[src/rtl/mem_ctrl_pkg.sv]
// Shared definitions for the byte-serial memory controller: bus widths,
// FSM state encoding and mem_len decoding.
package mem_ctrl_pkg;

    localparam int unsigned XLEN   = 32;
    localparam int unsigned BYTE_W = 8;

    typedef enum logic [1:0] {
        IDLE   = 2'b00,
        IF_RD  = 2'b01,
        MEM_RD = 2'b10,
        MEM_WR = 2'b11
    } state_e;

    localparam logic [1:0] LEN_B    = 2'b00;
    localparam logic [1:0] LEN_H    = 2'b01;
    localparam logic [1:0] LEN_RSVD = 2'b10;
    localparam logic [1:0] LEN_W    = 2'b11;

    // The reserved length code behaves as a full word.
    function automatic logic [2:0] len_bytes(input logic [1:0] len);
        case (len)
            LEN_B:   len_bytes = 3'd1;
            LEN_H:   len_bytes = 3'd2;
            default: len_bytes = 3'd4;
        endcase
    endfunction

endpackage

[src/rtl/mem_ctrl.sv]
// Arbitrates instruction fetch and data requests onto a byte-wide RAM,
// assembling/splitting 1/2/4-byte little-endian transfers one byte per cycle.
module mem_ctrl
    import mem_ctrl_pkg::*;
(
    input  logic              clk,
    input  logic              rst,
    input  logic              rdy,
    input  logic              if_req,
    input  logic [XLEN-1:0]   if_addr,
    output logic              if_done,
    output logic [XLEN-1:0]   if_data,
    input  logic              mem_req,
    input  logic              mem_we,
    input  logic [1:0]        mem_len,
    input  logic [XLEN-1:0]   mem_addr,
    input  logic [XLEN-1:0]   mem_wdata,
    output logic              mem_done,
    output logic [XLEN-1:0]   mem_rdata,
    input  logic [BYTE_W-1:0] ram_din,
    output logic [BYTE_W-1:0] ram_dout,
    output logic [XLEN-1:0]   ram_a,
    output logic              ram_wr
);

    state_e            state_q, state_d;
    logic [XLEN-1:0]   base_q, base_d;
    logic [2:0]        nbytes_q, nbytes_d;
    logic [XLEN-1:0]   wdata_q, wdata_d;
    logic [2:0]        cnt_q, cnt_d;
    logic              rd_inflight_q, rd_inflight_d;
    logic [XLEN-1:0]   rbuf_q, rbuf_d;
    logic              if_done_q, if_done_d;
    logic              mem_done_q, mem_done_d;
    logic [XLEN-1:0]   if_data_q, if_data_d;
    logic [XLEN-1:0]   mem_rdata_q, mem_rdata_d;

    logic [2:0]        rd_pend;
    logic              rd_present;

    always_comb begin
        state_d       = state_q;
        base_d        = base_q;
        nbytes_d      = nbytes_q;
        wdata_d       = wdata_q;
        cnt_d         = cnt_q;
        rbuf_d        = rbuf_q;
        if_done_d     = if_done_q;
        mem_done_d    = mem_done_q;
        if_data_d     = if_data_q;
        mem_rdata_d   = mem_rdata_q;
        rd_inflight_d = 1'b0;
        rd_pend       = cnt_q + {2'b00, rd_inflight_q};
        rd_present    = 1'b0;
        ram_a         = '0;
        ram_dout      = '0;
        ram_wr        = 1'b0;

        // rd_pend is the next byte not yet addressed; once it reaches the
        // length the bus goes quiet while the last byte drains.
        case (state_q)
            IF_RD, MEM_RD: begin
                rd_present = (rd_pend < nbytes_q);
                if (rd_present) begin
                    ram_a = base_q + {{(XLEN-3){1'b0}}, rd_pend};
                end
                rd_inflight_d = rdy & rd_present;
            end
            MEM_WR: begin
                ram_a  = base_q + {{(XLEN-3){1'b0}}, cnt_q};
                ram_wr = rdy;
                case (cnt_q[1:0])
                    2'd0:    ram_dout = wdata_q[7:0];
                    2'd1:    ram_dout = wdata_q[15:8];
                    2'd2:    ram_dout = wdata_q[23:16];
                    default: ram_dout = wdata_q[31:24];
                endcase
            end
            default: ;
        endcase

        if (rdy) begin
            if_done_d  = 1'b0;
            mem_done_d = 1'b0;
            case (state_q)
                IDLE: begin
                    if (mem_req && !mem_done_q) begin
                        state_d  = mem_we ? MEM_WR : MEM_RD;
                        base_d   = mem_addr;
                        nbytes_d = len_bytes(mem_len);
                        wdata_d  = mem_wdata;
                        cnt_d    = '0;
                        rbuf_d   = '0;
                    end else if (if_req && !if_done_q) begin
                        state_d  = IF_RD;
                        base_d   = if_addr;
                        nbytes_d = 3'd4;
                        cnt_d    = '0;
                        rbuf_d   = '0;
                    end
                end
                IF_RD, MEM_RD: begin
                    if (rd_inflight_q) begin
                        rbuf_d[{cnt_q[1:0], 3'b000} +: BYTE_W] = ram_din;
                        cnt_d = cnt_q + 3'd1;
                        if (cnt_d == nbytes_q) begin
                            state_d = IDLE;
                            if (state_q == IF_RD) begin
                                if_done_d = 1'b1;
                                if_data_d = rbuf_d;
                            end else begin
                                mem_done_d  = 1'b1;
                                mem_rdata_d = rbuf_d;
                            end
                        end
                    end
                end
                MEM_WR: begin
                    cnt_d = cnt_q + 3'd1;
                    if (cnt_d == nbytes_q) begin
                        state_d    = IDLE;
                        mem_done_d = 1'b1;
                    end
                end
                default: ;
            endcase
        end
    end

    always_ff @(posedge clk) begin
        if (rst) begin
            state_q       <= IDLE;
            base_q        <= '0;
            nbytes_q      <= '0;
            wdata_q       <= '0;
            cnt_q         <= '0;
            rd_inflight_q <= 1'b0;
            rbuf_q        <= '0;
            if_done_q     <= 1'b0;
            mem_done_q    <= 1'b0;
            if_data_q     <= '0;
            mem_rdata_q   <= '0;
        end else begin
            state_q       <= state_d;
            base_q        <= base_d;
            nbytes_q      <= nbytes_d;
            wdata_q       <= wdata_d;
            cnt_q         <= cnt_d;
            rd_inflight_q <= rd_inflight_d;
            rbuf_q        <= rbuf_d;
            if_done_q     <= if_done_d;
            mem_done_q    <= mem_done_d;
            if_data_q     <= if_data_d;
            mem_rdata_q   <= mem_rdata_d;
        end
    end

    assign if_done   = if_done_q;
    assign mem_done  = mem_done_q;
    assign if_data   = if_data_q;
    assign mem_rdata = mem_rdata_q;

endmodule
[config.mk]
export PLATFORM = sky130hd
export DESIGN_NAME = mem_ctrl
export DESIGN_NICKNAME = d
export VERILOG_FILES = /design/src/rtl/mem_ctrl_pkg.sv /design/src/rtl/mem_ctrl.sv
export SDC_FILE = /design/constraint.sdc
export NUM_CORES = 1
export LEC_CHECK = 0
export BUFFER_PORTS_ARGS = -buffer_cell sky130_fd_sc_hd__buf_2
export CORE_UTILIZATION = 35
export CTS_CLUSTER_DIAMETER = 30
export DETAILED_ROUTE_END_ITERATION = 10
export PLACE_DENSITY_LB_ADDON = 0.15
export RECOVER_POWER = 50
export SYNTH_ARGS = -nofsm -noshare
export SYNTH_HDL_FRONTEND = slang
export SYNTH_SLANG_ARGS = --single-unit
[constraint.sdc]
create_clock -name clk -period 8.3 [get_ports clk]
set_input_delay 0.83 -clock clk [delete_from_list [all_inputs] [get_ports clk]]
set_output_delay 0.83 -clock clk [all_outputs]
set_load 0.01 [all_outputs]
==> summary.md, run 1 <==
| Metric | Value |
|---|---|
| Achievable Freq | `221 MHz` |
| Worst-path clk slew | `0.07 ns` |
| Outcome | `finished, violations left` |
| Fraction of the mapped netlist area in compound gates | `25.1%` |
| WL final | `26.9 mm` |
| Clock Sinks | `171` |
| Sequential power share | `44.9%` |
| Max Cap Viol | `2` |
| Die X-Extent | `159 um` |
| Vias per cell | `5.35` |
| LEAKAGE | `0.00388 uW` |
| Crit. path cell count | `10` |
| Worst Path Required | `7.47 ns` |
| Worst vdd ir | `0.0000951 V` |
| R2R Path End | `wdata_q[13]$_SDFFE_PP0P_` |
| WL/cell | `16.7 um` |
| Share of layout cells above drive strength 1 | `16.9%` |
| Worst slew margin relative to its limit | `-143%` |
| Crit path launch type | `register` |
| Dpl hpwl | `18.3 mm` |
| Vias in the first global route | `7895` |
| Synth unique cells | `62` |
| Post-Synth XOR/XNOR Area | `0.781%` |
| Antenna-violating nets left | `0` |
| Mux cell area share after synthesis | `0.232%` |
| Placer congestion estimate | `0.905` |
| CTS tree | `built` |
| WP buf/inv | `1` |
| Cell chain of the critical path | `ha_1 > ha_1 > xor2_1 > ha_1 > nand2_1 > o211a_1 > a22o_1 > a41oi_1 > a311oi_1 > buf_2` |
| Path depth of the worst reg2reg path | `6` |
| Switching share of power | `30.4%` |
| Fill cells | `2544` |
| Hold EP | `rbuf_q[3]$_SDFFE_PP0P_` |
| Final setup violation count | `0` |
| Post-CTS Setup Bufs | `0` |
| Yosys reg bits | `171` |
| Initial antenna violation count | `3` |
| Clk Latency, worst-skew pair | `0.43 ns` |
| NumNets Final | `1403` |
| Adder-Cell Fraction of Synth Area | `3.36%` |
| CORE AREA | `24200 um2` |
| Max Fanout on Critical Path | `15` |
| Async SR Flop Fraction | `0%` |
| Syn_nets | `1237` |
| Largest family of logic cells by synthesized area | `simple AND/OR/NAND/NOR gates` |
| CTS H-tree depth | `4` |
| Power Density | `191 nW/um2` |
| CP Data Arrival Time | `3.70 ns` |
| Clock power share | `41.3%` |
| Final setup skew | `0.0122 ns` |
| Violated checks | `capacitance limit, slew limit` |
| Slew @ Worst Pin | `3.64 ns` |
| Top cell family by delay on the critical path | `compound AO/OA/AOI/OAI gates` |
| Synthesis Warnings | `0` |
| Final Hold Fails | `0` |
| Syn_area_per_cell | `7.84 um2` |
| Port Buffers | `218` |
| Crit path kind | `register to output pin` |
| Num CTS Buffers | `17` |
| Hold_sp | `rbuf_q[3]$_SDFFE_PP0P_` |
| Tmin final | `4.53 ns` |
| Largest net degree at the start of global routing | `96` |
| Syn Inst Count | `1103` |
| Sequential element share of the synthesized area | `39.6%` |
| Std cell rows | `57` |
| Sw Pwr | `608 uW` |
| Cts hold-fix bufs | `0` |
| Vias | `8614` |
| Residual DRC | `0` |
| Hold Crit Depth | `2` |
| Die H | `159 um` |
| First-pass GRT wire length | `43.0 mm` |
| TritonRoute pass-1 iters | `5` |
| IO Pins | `219` |
| GRT Overall Usage | `21.1%` |
| Global route overflow | `0` |
| Initial DRC count | `651` |
| Tcrit/Tclk final | `54.5%` |
| Simple logic cell fraction of the synthesized area | `25.7%` |
| Gate power share | `13.8%` |
| DIE AREA | `25300 um2` |
| CTS Root Cell | `clkbuf_16` |
| Max Slew Vio Count | `112` |
| Starting density of the core | `35.7%` |
| Tot Pwr | `2000 uW` |
| Slowest cell on the critical path | `a22o_1` |
| Clk buf depth | `2` |
| P&R area growth vs syn | `20.6%` |
| Worst reg2reg path startpoint | `mem_done$_SDFFE_PP0P_` |
| RSZ-0062 raised after global routing | `no` |
| Pint | `1390 uW` |
| R2r setup slk | `5.10 ns` |
| Most used DFF post-synth | `dfxtp_1` |
| Crit path top cell by count | `ha_1` |
| Mapped cell area | `8650 um2` |
| EDFF count, synth | `0` |
| Cts repair resizes | `0` |
| Hold crit path type | `register to register` |
| Crit end category | `output pin` |
| Setup TNS | `0 ns` |
| Critical path's largest stage delay | `0.61 ns` |
[tightest hold or removal path, delay by kind of cell (launching register included)]
family / cells / cell delay (ns)
compound gates: 1 / 0.05
simple gates: 1 / 0.05
flops: 1 / 0.31
[cells in the mapped netlist (8+ instances only)]
master      n  share of area (%)
a211oi_1   74                6.4
a21oi_1   142                8.2
a222oi_1    8               0.93
a22oi_1     8               0.69
a311oi_1   37                3.7
a31oi_1     9               0.65
buf_2      14               0.81
clkbuf_1   58                2.5
dfxtp_1   171                 40
ha_1       20                2.9
inv_1      17               0.74
nand2_1   156                6.8
nand3_1    17               0.98
nand4_1    14                1.0
nor2_1    170                7.4
nor2b_1    64                4.6
nor3_1      8               0.46
o21ai_0    17               0.98
[how the worst max path moves through the flow]
stage	start	slack [ns]	endpoint
finish	cnt_q[0]$_SDFFE_PP0P_	3.77	ram_a[17]
global route	cnt_q[0]$_SDFFE_PP0P_	3.52	ram_a[17]
CTS	cnt_q[0]$_SDFFE_PP0P_	3.75	ram_a[17]
detailed placement	cnt_q[0]$_SDFFE_PP0P_	4.21	ram_a[17]
global placement	cnt_q[0]$_SDFFE_PP0P_	4.30	ram_a[17]
floorplan	cnt_q[0]$_SDFFE_PP0P_	4.93	ram_a[14]
[power by group through the flow]
stage	combinational, uW	clock (uW)	sequential (uW)
CTS	276	853	894
global placement	274	0	913
floorplan	187	0	893
global route	307	887	901
finish	276	826	896
detailed placement	275	0	914
[logic make-up after synthesis]
group	count (synthesis)
adder cells (fa/ha/maj)	22
AO/OA/AOI/OAI	328
buffers and inverters	103
flip-flops	171
AND/OR/NAND/NOR	471
XOR/XNOR	6
multiplexers	2
[routing by layer]
layer | GRT usage, % | wire, um
met5 | 0 | 0
met4 | 6.29 | 419
met3 | 4.30 | 1730
met2 | 32.1 | 11800
met1 | 30.0 | 13000
[layout make-up]
class	count	area, um2	area share [%]
tap	324	405	3.89
timing repair buffer	233	1110	10.7
clock inverter	14	173	1.66
antenna	3	7.51	0.0720
clock buffer	18	439	4.21
multi-input combinational	829	4810	46.1
inverter	17	63.8	0.612
sequential	171	3420	32.8
[metrics by stage]
step	area [um2]	utilization, %	hold slack (ns)	cells	setup slack, ns
2_1_floorplan	8650	-	0.427	1103	4.93
3_3_place_gp	9910	40.9	0.434	1574	4.30
3_5_place_dp	9910	40.9	0.439	1574	4.21
4_1_cts	10500	43.4	0.448	1606	3.75
5_1_grt	10400	43.0	0.464	1608	3.52
6_report	10400	43.0	0.447	1609	3.77
[sequential cells by signal, summed over array words and instances, names as in the netlist]
name and flops:
base_q 32, if_data 32, mem_rdata 32, rbuf_q 32
wdata_q 32, cnt_q 3, nbytes_q 3, state_q 2
if_done 1, mem_done 1, rd_inflight_q 1
[cells in the final DEF, fill, tap and decap left out, drive strengths merged, types with 25 or more instances in the layout]
master / n
a21oi: 142
nor2: 170
a211oi: 74
nand2: 156
dfxtp: 171
buf: 163
inv: 25
clkbuf: 88
nor2b: 64
a311oi: 38
Note: power is estimated with default switching activity, not from simulation.
==> run 2, diff against run 1 <==
==> constraint.sdc (replaced) <==
create_clock -name clk -period 4.47 [get_ports clk]
set_input_delay 0.447 -clock clk [delete_from_list [all_inputs] [get_ports clk]]
set_output_delay 0.447 -clock clk [all_outputs]
set_load 0.01 [all_outputs]
==> summary.md, run 2 (synthesis gave the netlist of run 1 again) <==
| Metric | Value |
|---|---|
| IO Pins | `219 (unchanged)` |
| Slew @ Worst Pin | `1.61 ns (-2.03 ns)` |
| Share of layout cells above drive strength 1 | `17.3% (+0.40 points)` |
| GRT Overall Usage | `21.4% (+0.23 points)` |
| Crit end category | `output pin` |
| Slowest cell on the critical path | `o211ai_2` |
| Final hold slack | `0.244 ns (-0.203 ns)` |
| TritonRoute pass-1 iters | `5 (unchanged)` |
| RSZ-0062 raised after global routing | `no` |
| Power Density | `350 nW/um2 (+83%)` |
| Cts repair resizes | `0 (unchanged)` |
| Clk buf depth | `2 (unchanged)` |
| Outcome | `finished, violations left` |
| P&R area growth vs syn | `20.8%` |
| Worst reg2reg path startpoint | `cnt_q[0]$_SDFFE_PP0P_` |
| Max Slew Vio Count | `34 (-70%)` |
| WL final | `27.1 mm (+0.46%)` |
| Violated checks | `capacitance limit, slew limit` |
| Hold Crit Depth | `3 (+1)` |
| R2R Path End | `if_data[22]$_SDFFE_PP0P_` |
| Commonest non-fill, non-tap cell in the layout | `dfxtp_1` |
| Clock Sinks | `171 (unchanged)` |
| Vias | `8597 (-0.20%)` |
| Worst slew margin relative to its limit | `-7.52% (+140 points)` |
| Cell chain of the critical path | `ha_1 > ha_1 > ha_1 > nand2_1 > o211ai_2 > o22ai_1 > o21ai_0 > a21oi_1 > buf_2` |
| CP Data Arrival Time | `3.50 ns (-0.20 ns)` |
| NumNets Final | `1408 (+0.36%)` |
| Achievable Freq | `254 MHz` |
| Crit path top cell by count | `ha_1` |
| Cts hold-fix bufs | `0 (unchanged)` |
| Crit path kind | `register to output pin` |
| Vias per cell | `5.33 (-0.44%)` |
| CTS Root Cell | `clkbuf_16` |
| Global route overflow | `0 (unchanged)` |
| Hold crit path type | `input pin to register` |
| Placer congestion estimate | `0.898 (-0.77%)` |
| Reg area | `3420 um2 (unchanged)` |
| Initial DRC count | `608 (-6.6%)` |
| R2r setup slk | `1.26 ns (-3.84 ns)` |
| Path depth of the worst reg2reg path | `8 (+2)` |
| Clk Latency, worst-skew pair | `0.43 ns (about the same)` |
| Fin worst setup slack | `0.527 ns (-3.25 ns)` |
| DIE AREA | `25300 um2 (unchanged)` |
| WL/cell | `16.8 um (+0.21%)` |
| Starting density of the core | `35.7% (unchanged)` |
| Final Hold Fails | `0 (unchanged)` |
| Max Fanout on Critical Path | `18 (+3)` |
| LEAKAGE | `0.00390 uW (+0.52%)` |
| Residual DRC | `0 (unchanged)` |
| Post-CTS Setup Bufs | `0 (unchanged)` |
| Tcrit/Tclk final | `88.2%` |
| Non-Filler Instances | `1613 (+0.25%)` |
| Initial antenna violation count | `1 (-2)` |
| Vias in the first global route | `8050 (+2.0%)` |
| Setup TNS | `0 ns (unchanged)` |
| Die X-Extent | `159 um (unchanged)` |
| Crit path launch type | `register` |
| Port Buffers | `218 (unchanged)` |
| Tmin final | `3.94 ns` |
| Fill cells | `2525 (-0.75%)` |
| Antenna-violating nets left | `0 (unchanged)` |
| CORE AREA | `24200 um2 (unchanged)` |
| Most frequent cells in the layout | `dfxtp_1 (171), nor2_1 (169), nand2_1 (156)` |
| Final setup skew | `0.0118 ns (-0.000360 ns)` |
| Worst vdd ir | `0.000167 V (+76%)` |
| Dpl hpwl | `18.7 mm (+2.1%)` |
| Max Cap Viol | `1 (-1)` |
| Final setup violation count | `0 (unchanged)` |
| CTS tree | `built` |
| First-pass GRT wire length | `43.7 mm (+1.4%)` |
| Hold_sp | `mem_wdata[20]` |
| Worst-path clk slew | `0.07 ns (about the same)` |
| Hold EP | `wdata_q[20]$_SDFFE_PP0P_` |
| Worst Path Required | `4.02 ns (-3.45 ns)` |
| DP Cell Count | `1579 (+0.32%)` |
| Num CTS Buffers | `17 (unchanged)` |
| DP Worst Slack | `1.04 ns (-3.18 ns)` |
| CTS H-tree depth | `4 (unchanged)` |
| Critical path's largest stage delay | `0.71 ns (+0.10 ns)` |
| Std cell rows | `57 (unchanged)` |
| Largest net degree at the start of global routing | `100 (+4.2%)` |
| Layout Utilization | `43.1% (+0.067 points)` |
| Die H | `159 um (unchanged)` |
| Multi-input gate area | `4810 um2 (unchanged)` |
## run 2: changes by cell type in the layout (fill, tap and decap cells not counted)
cell and change:
and2_0 +1, clkinv_4 +1, buf_12 +1, buf_4 +5, inv_6 -2, clkinv_2 +2
diode_2 -1, clkinvlp_4 +1, buf_2 +1, clkinv_8 -3, clkbuf_1 -1, and2_1 -1
## run 2: worst max-delay path: cells and delay by family, from the launching register on
kind | cells | cell delay (ns)
AOI/OAI and AO/OA | 4 | 1.49
and+or+nand+nor | 1 | 0.07
DFF | 1 | 0.57
buffers and inverters | 1 | 0.15
adders and majority gates | 3 | 0.79
## run 2: worst max path at each step
stage,startpoint,endpoint,slack [ns],depth (start not counted)
floorplan,cnt_q[0]$_SDFFE_PP0P_,ram_a[14],1.49,9
detailed placement,cnt_q[0]$_SDFFE_PP0P_,ram_a[25],1.04,9
global placement,cnt_q[0]$_SDFFE_PP0P_,ram_a[30],1.08,9
global route,cnt_q[0]$_SDFFE_PP0P_,ram_a[5],0.26,10
CTS,cnt_q[0]$_SDFFE_PP0P_,ram_a[25],0.56,9
finish,cnt_q[0]$_SDFFE_PP0P_,ram_a[5],0.53,9
## run 2: where the power goes
part	total, uW	switching [uW]	internal (uW)	leakage (uW)
Sequential	1660	81.8	1580	0.00139
Clock	1480	680	799	0.000280
Combinational	517	332	186	0.00224
## run 2: metrics by stage
step / area, um2 / total power (uW)
3_3_place_gp: 9960 / 2210
4_1_cts: 10500 / 3690
5_1_grt: 10400 / 3830
6_report: 10400 / 3660
3_5_place_dp: 9960 / 2210
2_1_floorplan: 8650 / 2010
## run 2: metal layers
layer  routed length [um]  vias up  global-route usage, %  part of all wire (%)
met5                    0        -                      0                     0
met4                  259        0                   5.16                  0.96
met3                 1540       22                   4.12                   5.7
met2                11900      280                   33.3                    44
met1                13400     4004                   30.2                    49
li1                     -     4291                      -                     -
## run 2: area by class of cell
class | count | area share (%)
antenna | 2 | 0.0479
clock buffer | 19 | 4.24
clock inverter | 13 | 1.27
inverter | 17 | 0.611
multi-input combinational | 829 | 46.0
sequential | 171 | 32.8
tap | 324 | 3.88
timing repair buffer | 238 | 11.2
